[config.mk]
export PLATFORM = sky130hd
export DESIGN_NAME = stego_message_extractor
export DESIGN_NICKNAME = d
export VERILOG_FILES = /design/src/rtl/stego_message_extractor.sv
export SDC_FILE = /design/constraint.sdc
export NUM_CORES = 1
export LEC_CHECK = 0
export CAP_MARGIN = 20
export CORE_MARGIN = 3
export CORE_UTILIZATION = 25
export CTS_CLUSTER_SIZE = 24
export DETAILED_ROUTE_END_ITERATION = 10
export SYNTH_ARGS = -nofsm -noshare
export SYNTH_HDL_FRONTEND = slang
export SYNTH_SLANG_ARGS = --single-unit
[constraint.sdc]
create_clock -name in_clk -period 2 [get_ports in_clk]
set_input_delay 0.5 -clock in_clk [delete_from_list [all_inputs] [get_ports in_clk]]
set_output_delay 0.5 -clock in_clk [all_outputs]
set_load 0.01 [all_outputs]
[src/rtl/stego_message_extractor.sv]
// stego_message_extractor
//   Recovers an LSB-embedded message from a stream of audio samples. The low
//   BITS_PER_SAMPLE bits of every valid sample are shifted into an 8-bit
//   window (MSB first). In HUNT the window is compared against SYNC_WORD after
//   every sample; once found, the next byte is the payload length L, followed
//   by L payload bytes presented on a single-entry valid/ready output register.
//
//   Optional feature (macro STEGO_CHECKSUM_EN): a trailing checksum byte (XOR
//   of all payload bytes) is collected in state CHK and compared; it is never
//   forwarded. Without the macro, out_checksum_err is tied low.
//
// Ports:
//   in_clk, in_reset        clock / async active-high reset
//   in_sample[BPS]          received sample
//   in_sample_valid         sample strobe (always accepted)
//   in_byte_ready           downstream ready
//   out_byte[8]             recovered payload byte
//   out_byte_valid          out_byte valid, held until in_byte_ready
//   out_frame_start         1-cycle pulse on sync detection
//   out_frame_done          1-cycle pulse at end of frame
//   out_overrun             sticky: a payload byte was dropped
//   out_checksum_err        1-cycle pulse on checksum mismatch
module stego_message_extractor #(
    parameter int          BPS             = 16,
    parameter int          BITS_PER_SAMPLE = 1,
    parameter logic [7:0]  SYNC_WORD       = 8'hA5
) (
    input  logic           in_clk,
    input  logic           in_reset,
    input  logic [BPS-1:0] in_sample,
    input  logic           in_sample_valid,
    input  logic           in_byte_ready,
    output logic [7:0]     out_byte,
    output logic           out_byte_valid,
    output logic           out_frame_start,
    output logic           out_frame_done,
    output logic           out_overrun,
    output logic           out_checksum_err
);

    localparam int         SPB      = 8 / BITS_PER_SAMPLE;
    localparam logic [3:0] CNT_LAST = 4'(SPB - 1);

`ifdef STEGO_CHECKSUM_EN
    typedef enum logic [1:0] {HUNT, LEN, PAYLOAD, CHK} state_t;
`else
    typedef enum logic [1:0] {HUNT, LEN, PAYLOAD} state_t;
`endif

    state_t     state;
    logic [7:0] shift;
    logic [7:0] shift_nxt;
    logic [3:0] cnt;
    logic [7:0] remaining;
    logic       byte_done;

    // Upper sample bits carry audio, not message data.
    logic unused_sample_bits;
    assign unused_sample_bits = ^in_sample[BPS-1:BITS_PER_SAMPLE];

    // Window after accepting the current sample's message bits.
    generate
        if (BITS_PER_SAMPLE == 8) begin : g_full
            assign shift_nxt = in_sample[7:0];
        end else begin : g_part
            assign shift_nxt = {shift[7-BITS_PER_SAMPLE:0], in_sample[BITS_PER_SAMPLE-1:0]};
        end
    endgenerate

    assign byte_done = in_sample_valid && (cnt == CNT_LAST);

`ifdef STEGO_CHECKSUM_EN
    logic [7:0] acc;
`else
    assign out_checksum_err = 1'b0;
`endif

    always_ff @(posedge in_clk or posedge in_reset) begin
        if (in_reset) begin
            state           <= HUNT;
            shift           <= 8'h00;
            cnt             <= 4'd0;
            remaining       <= 8'd0;
            out_byte        <= 8'h00;
            out_byte_valid  <= 1'b0;
            out_frame_start <= 1'b0;
            out_frame_done  <= 1'b0;
            out_overrun     <= 1'b0;
`ifdef STEGO_CHECKSUM_EN
            acc              <= 8'h00;
            out_checksum_err <= 1'b0;
`endif
        end else begin
            out_frame_start <= 1'b0;
            out_frame_done  <= 1'b0;
`ifdef STEGO_CHECKSUM_EN
            out_checksum_err <= 1'b0;
`endif
            if (out_byte_valid && in_byte_ready)
                out_byte_valid <= 1'b0;

            if (in_sample_valid) begin
                shift <= shift_nxt;
                // Byte counter only matters once framed; HUNT aligns it at sync.
                if (state != HUNT)
                    cnt <= byte_done ? 4'd0 : cnt + 4'd1;

                case (state)
                    HUNT: begin
                        if (shift_nxt == SYNC_WORD) begin
                            out_frame_start <= 1'b1;
                            cnt             <= 4'd0;
                            state           <= LEN;
`ifdef STEGO_CHECKSUM_EN
                            acc             <= 8'h00;
`endif
                        end
                    end
                    LEN: begin
                        if (byte_done) begin
                            if (shift_nxt == 8'h00) begin
                                out_frame_done <= 1'b1;
                                state          <= HUNT;
                            end else begin
                                remaining <= shift_nxt;
                                state     <= PAYLOAD;
                            end
                        end
                    end
                    PAYLOAD: begin
                        if (byte_done) begin
                            // A slot frees up when the held byte is taken this cycle.
                            if (!out_byte_valid || in_byte_ready) begin
                                out_byte       <= shift_nxt;
                                out_byte_valid <= 1'b1;
                            end else begin
                                out_overrun <= 1'b1;
                            end
                            remaining <= remaining - 8'd1;
`ifdef STEGO_CHECKSUM_EN
                            acc <= acc ^ shift_nxt;
                            if (remaining == 8'd1)
                                state <= CHK;
`else
                            if (remaining == 8'd1) begin
                                out_frame_done <= 1'b1;
                                state          <= HUNT;
                            end
`endif
                        end
                    end
`ifdef STEGO_CHECKSUM_EN
                    CHK: begin
                        if (byte_done) begin
                            out_frame_done   <= 1'b1;
                            out_checksum_err <= (shift_nxt != acc);
                            state            <= HUNT;
                        end
                    end
`endif
                    default: state <= HUNT;
                endcase
            end
        end
    end

endmodule

==> results.yml <==
grt:
  use_met2: 0.158
  antenna_found_initial: 0
  grt-busiest-layer: "met2"
  grt_use_met1: 0.128
  grt_use_total: 0.102
  grt_use_met3: 0.0329
  grt.overflow.total: 0
  grt_pass1_vias: 1262
  grt_max_degree: 34
  grt_first_pass_wirelength_um: 6000
placement:
  portBuffers: 16
  preCtsSetupSlack_ns: -0.359
  gp_congestion: 0.780
  hpwl_um: 2500
drt:
  first_pass_iters: 4
  wirelength_um: 3500
  via_per_inst: 4.70
  wl_per_cell_um: 13.1
  drt_iter0_drc: 19
  drc: 0
  ant_nets: 0
  vias: 1249
timing:
  report.final.slew_viol_count: 0
  final.setup.tns_ns: 0
  holdWs_ns: 0.486
  hold_viol: 0
  timing.final.crit_share: 0.931
  fin_ws_ns: 0.137
  rsz0062_at_grt: "no"
  finalClockSkew_ns: 0.00593
  period_minus_slack_ns: 1.86
  clock.fmax_ghz: 0.537
  setup_viol: 0
worst_setup_path:
  critical_path.cell_chain: "clkdlybuf4s50_1, nand4b_1, buf_4, o41ai_4, o2111ai_1, mux2i_1"
  cpPeakStageDelay_ns: 0.49
  crit_arrival_ns: 2.03
  cp_data_required_time_ns: 2.16
  critPathTopFamily: "buffers and inverters"
  cp-end-kind: "register"
  start_kind: "primary input"
  crit_fanout: 4
  worstSetupPathType: "primary input to register"
  cp_num_buf_inv: 2
  slowest_stage: "clkdlybuf4s50_1"
yosys:
  synth_area_um2: 1690
  ys.flop_type: "dfrtp_1"
  syn_avg_cell_area_um2: 11.1
  postSynthRegisterBits: 33
  synth_common_cells: "dfrtp_1 (33), mux2_2 (15), nand2_1 (11)"
  ys_async_sr_fraction: 1.00
  synth.area.top_cells: "dfrtp_1 (49%), mux2_2 (10%), ha_1 (4.5%)"
  syn-instance-count: 152
  yosys.area.top_type: "dfrtp_1"
  yosysUniqueCellTypes: 43
  synth.net_count: 178
  synth_edf_count: 0
  netlist.area_leader.share: 0.490
  yosysMostFrequentCell: "dfrtp_1"
  ys_seq_area_frac: 0.490
  yosysWarnings: 0
power_and_ir_drop:
  leakage_nw: 0.969
  peakVddDrop_mv: 0.663
  p_per_area_nw_per_um2: 1180
finish:
  area_growth_pct: 27.4
  drive_gt1_frac: 0.249
  final_nets: 214
  diodes: 0
min_path:
  hold_class: "register to register"
die:
  die_w_um: 88.1
  fp.coreArea_um2: 6460
  design.die.area_um2: 7770
  die_h_um: 88.1
  num_rows: 29
  initial_core_util: 0.261
  io_pins: 33
clock_tree:
  cts_sinks: 33
  htreeDepth: 2
  clk_latency_ns: 0.29
  tritoncts: "done"
  holdBufCountCts: 0
  clockBufferDepth: 2
  cts_made_buffers: 5
  path_clk_slew_ns: 0.06
  clockRootBuffer: "clkbuf_8"
status:
  outcome: "complete, no violations"
run:
  drv_cap: 0
## power breakdown
group,internal (mW),switching [mW],leakage (nW)
logic,0.539,0.474,0.503
registers,0.865,0.169,0.421
clock network,0.241,0.246,0.0450
total,1.64,0.889,0.969
## worst paths after layout
| path | from | to | slack (ns) | depth (start not counted) |
|---|---|---|---|---|
| max in group asynchronous | in_reset | remaining[7] | 1.09 | 3 |
| worst max register to register | remaining[4] | out_frame_done | 0.20 | 4 |
| worst min-delay path | out_overrun | out_overrun | 0.49 | 1 |
| min in group asynchronous | in_reset | shift[1] | 0.60 | 3 |
| worst min register to register | out_overrun | out_overrun | 0.49 | 1 |
| worst max-delay path | in_sample_valid | state[1] | 0.14 | 6 |
## logic make-up (layout without fill, tap and decap cells)
kind of cell,Yosys count,after routing,synth area share
other,1,1,0.00222
muxes,17,17,0.112
DFF,33,33,0.490
AOI/OAI and AO/OA,34,34,0.163
buffers and inverters,17,54,0.0430
adders and majority gates,6,6,0.0445
and+or+nand+nor,44,44,0.145
## through the flow
stage | instances | instance area [um^2] | utilization | power [mW]
finish | 266 | 2150 | 0.333 | 2.53
global placement | 258 | 2060 | 0.319 | 2.03
detailed placement | 258 | 2060 | 0.319 | 2.06
floorplan | 152 | 1690 | - | 1.68
CTS | 266 | 2140 | 0.332 | 2.57
global route | 266 | 2150 | 0.333 | 2.73
## cell usage in the layout (no fill, tap or decap), types with 2 or more instances in the layout
cell type,Yosys,final
dfrtp_1,33,33
buf_4,1,20
clkdlybuf4s50_1,0,16
mux2_2,15,15
nand2_1,11,11
inv_1,10,10
nor2_1,7,7
ha_1,6,6
nand2b_1,5,5
o21ai_0,5,5
o22a_1,5,5
clkbuf_8,0,5
a21oi_1,4,4
nor2b_1,3,3
nand3_1,3,3
a31oi_1,3,3
a22o_1,3,3
and3_1,2,2
and2_1,2,2
a41oi_1,2,2
nor3b_1,2,2
a211o_1,2,2
mux2i_1,2,2
clkinv_2,0,2
## flip-flops by register name, summed over array words and instances, names as in the netlist
register         flops
cnt                  4
out_byte             8
out_byte_valid       1
out_frame_done       1
out_frame_start      1
out_overrun          1
remaining            8
shift                7
state                2
## final cells by class
| type | instances | area (um^2) |
|---|---|---|
| inverter | 10 | 37.5 |
| sequential | 33 | 826 |
| multi-input combinational | 102 | 796 |
| clock buffer | 6 | 72.6 |
| timing repair buffer | 36 | 310 |
| tap | 77 | 96.3 |
| fill | 667 | 4310 |
| clock inverter | 2 | 10.0 |
## what timing repair did
action | in CTS | in global routing
pin swaps | 0 | 0
setup endpoints to repair | 4 | 3
resized for setup | 1 | 1
setup buffers | 0 | 0
hold endpoints to repair | 0 | 0
## per-layer routing
layer / part of all wire / vias to the layer above
met5: 0 / -
met4: 0.022 / 0
met3: 0.040 / 7
met2: 0.47 / 19
met1: 0.47 / 599
li1: - / 624
(Power assumes the default switching activity.)
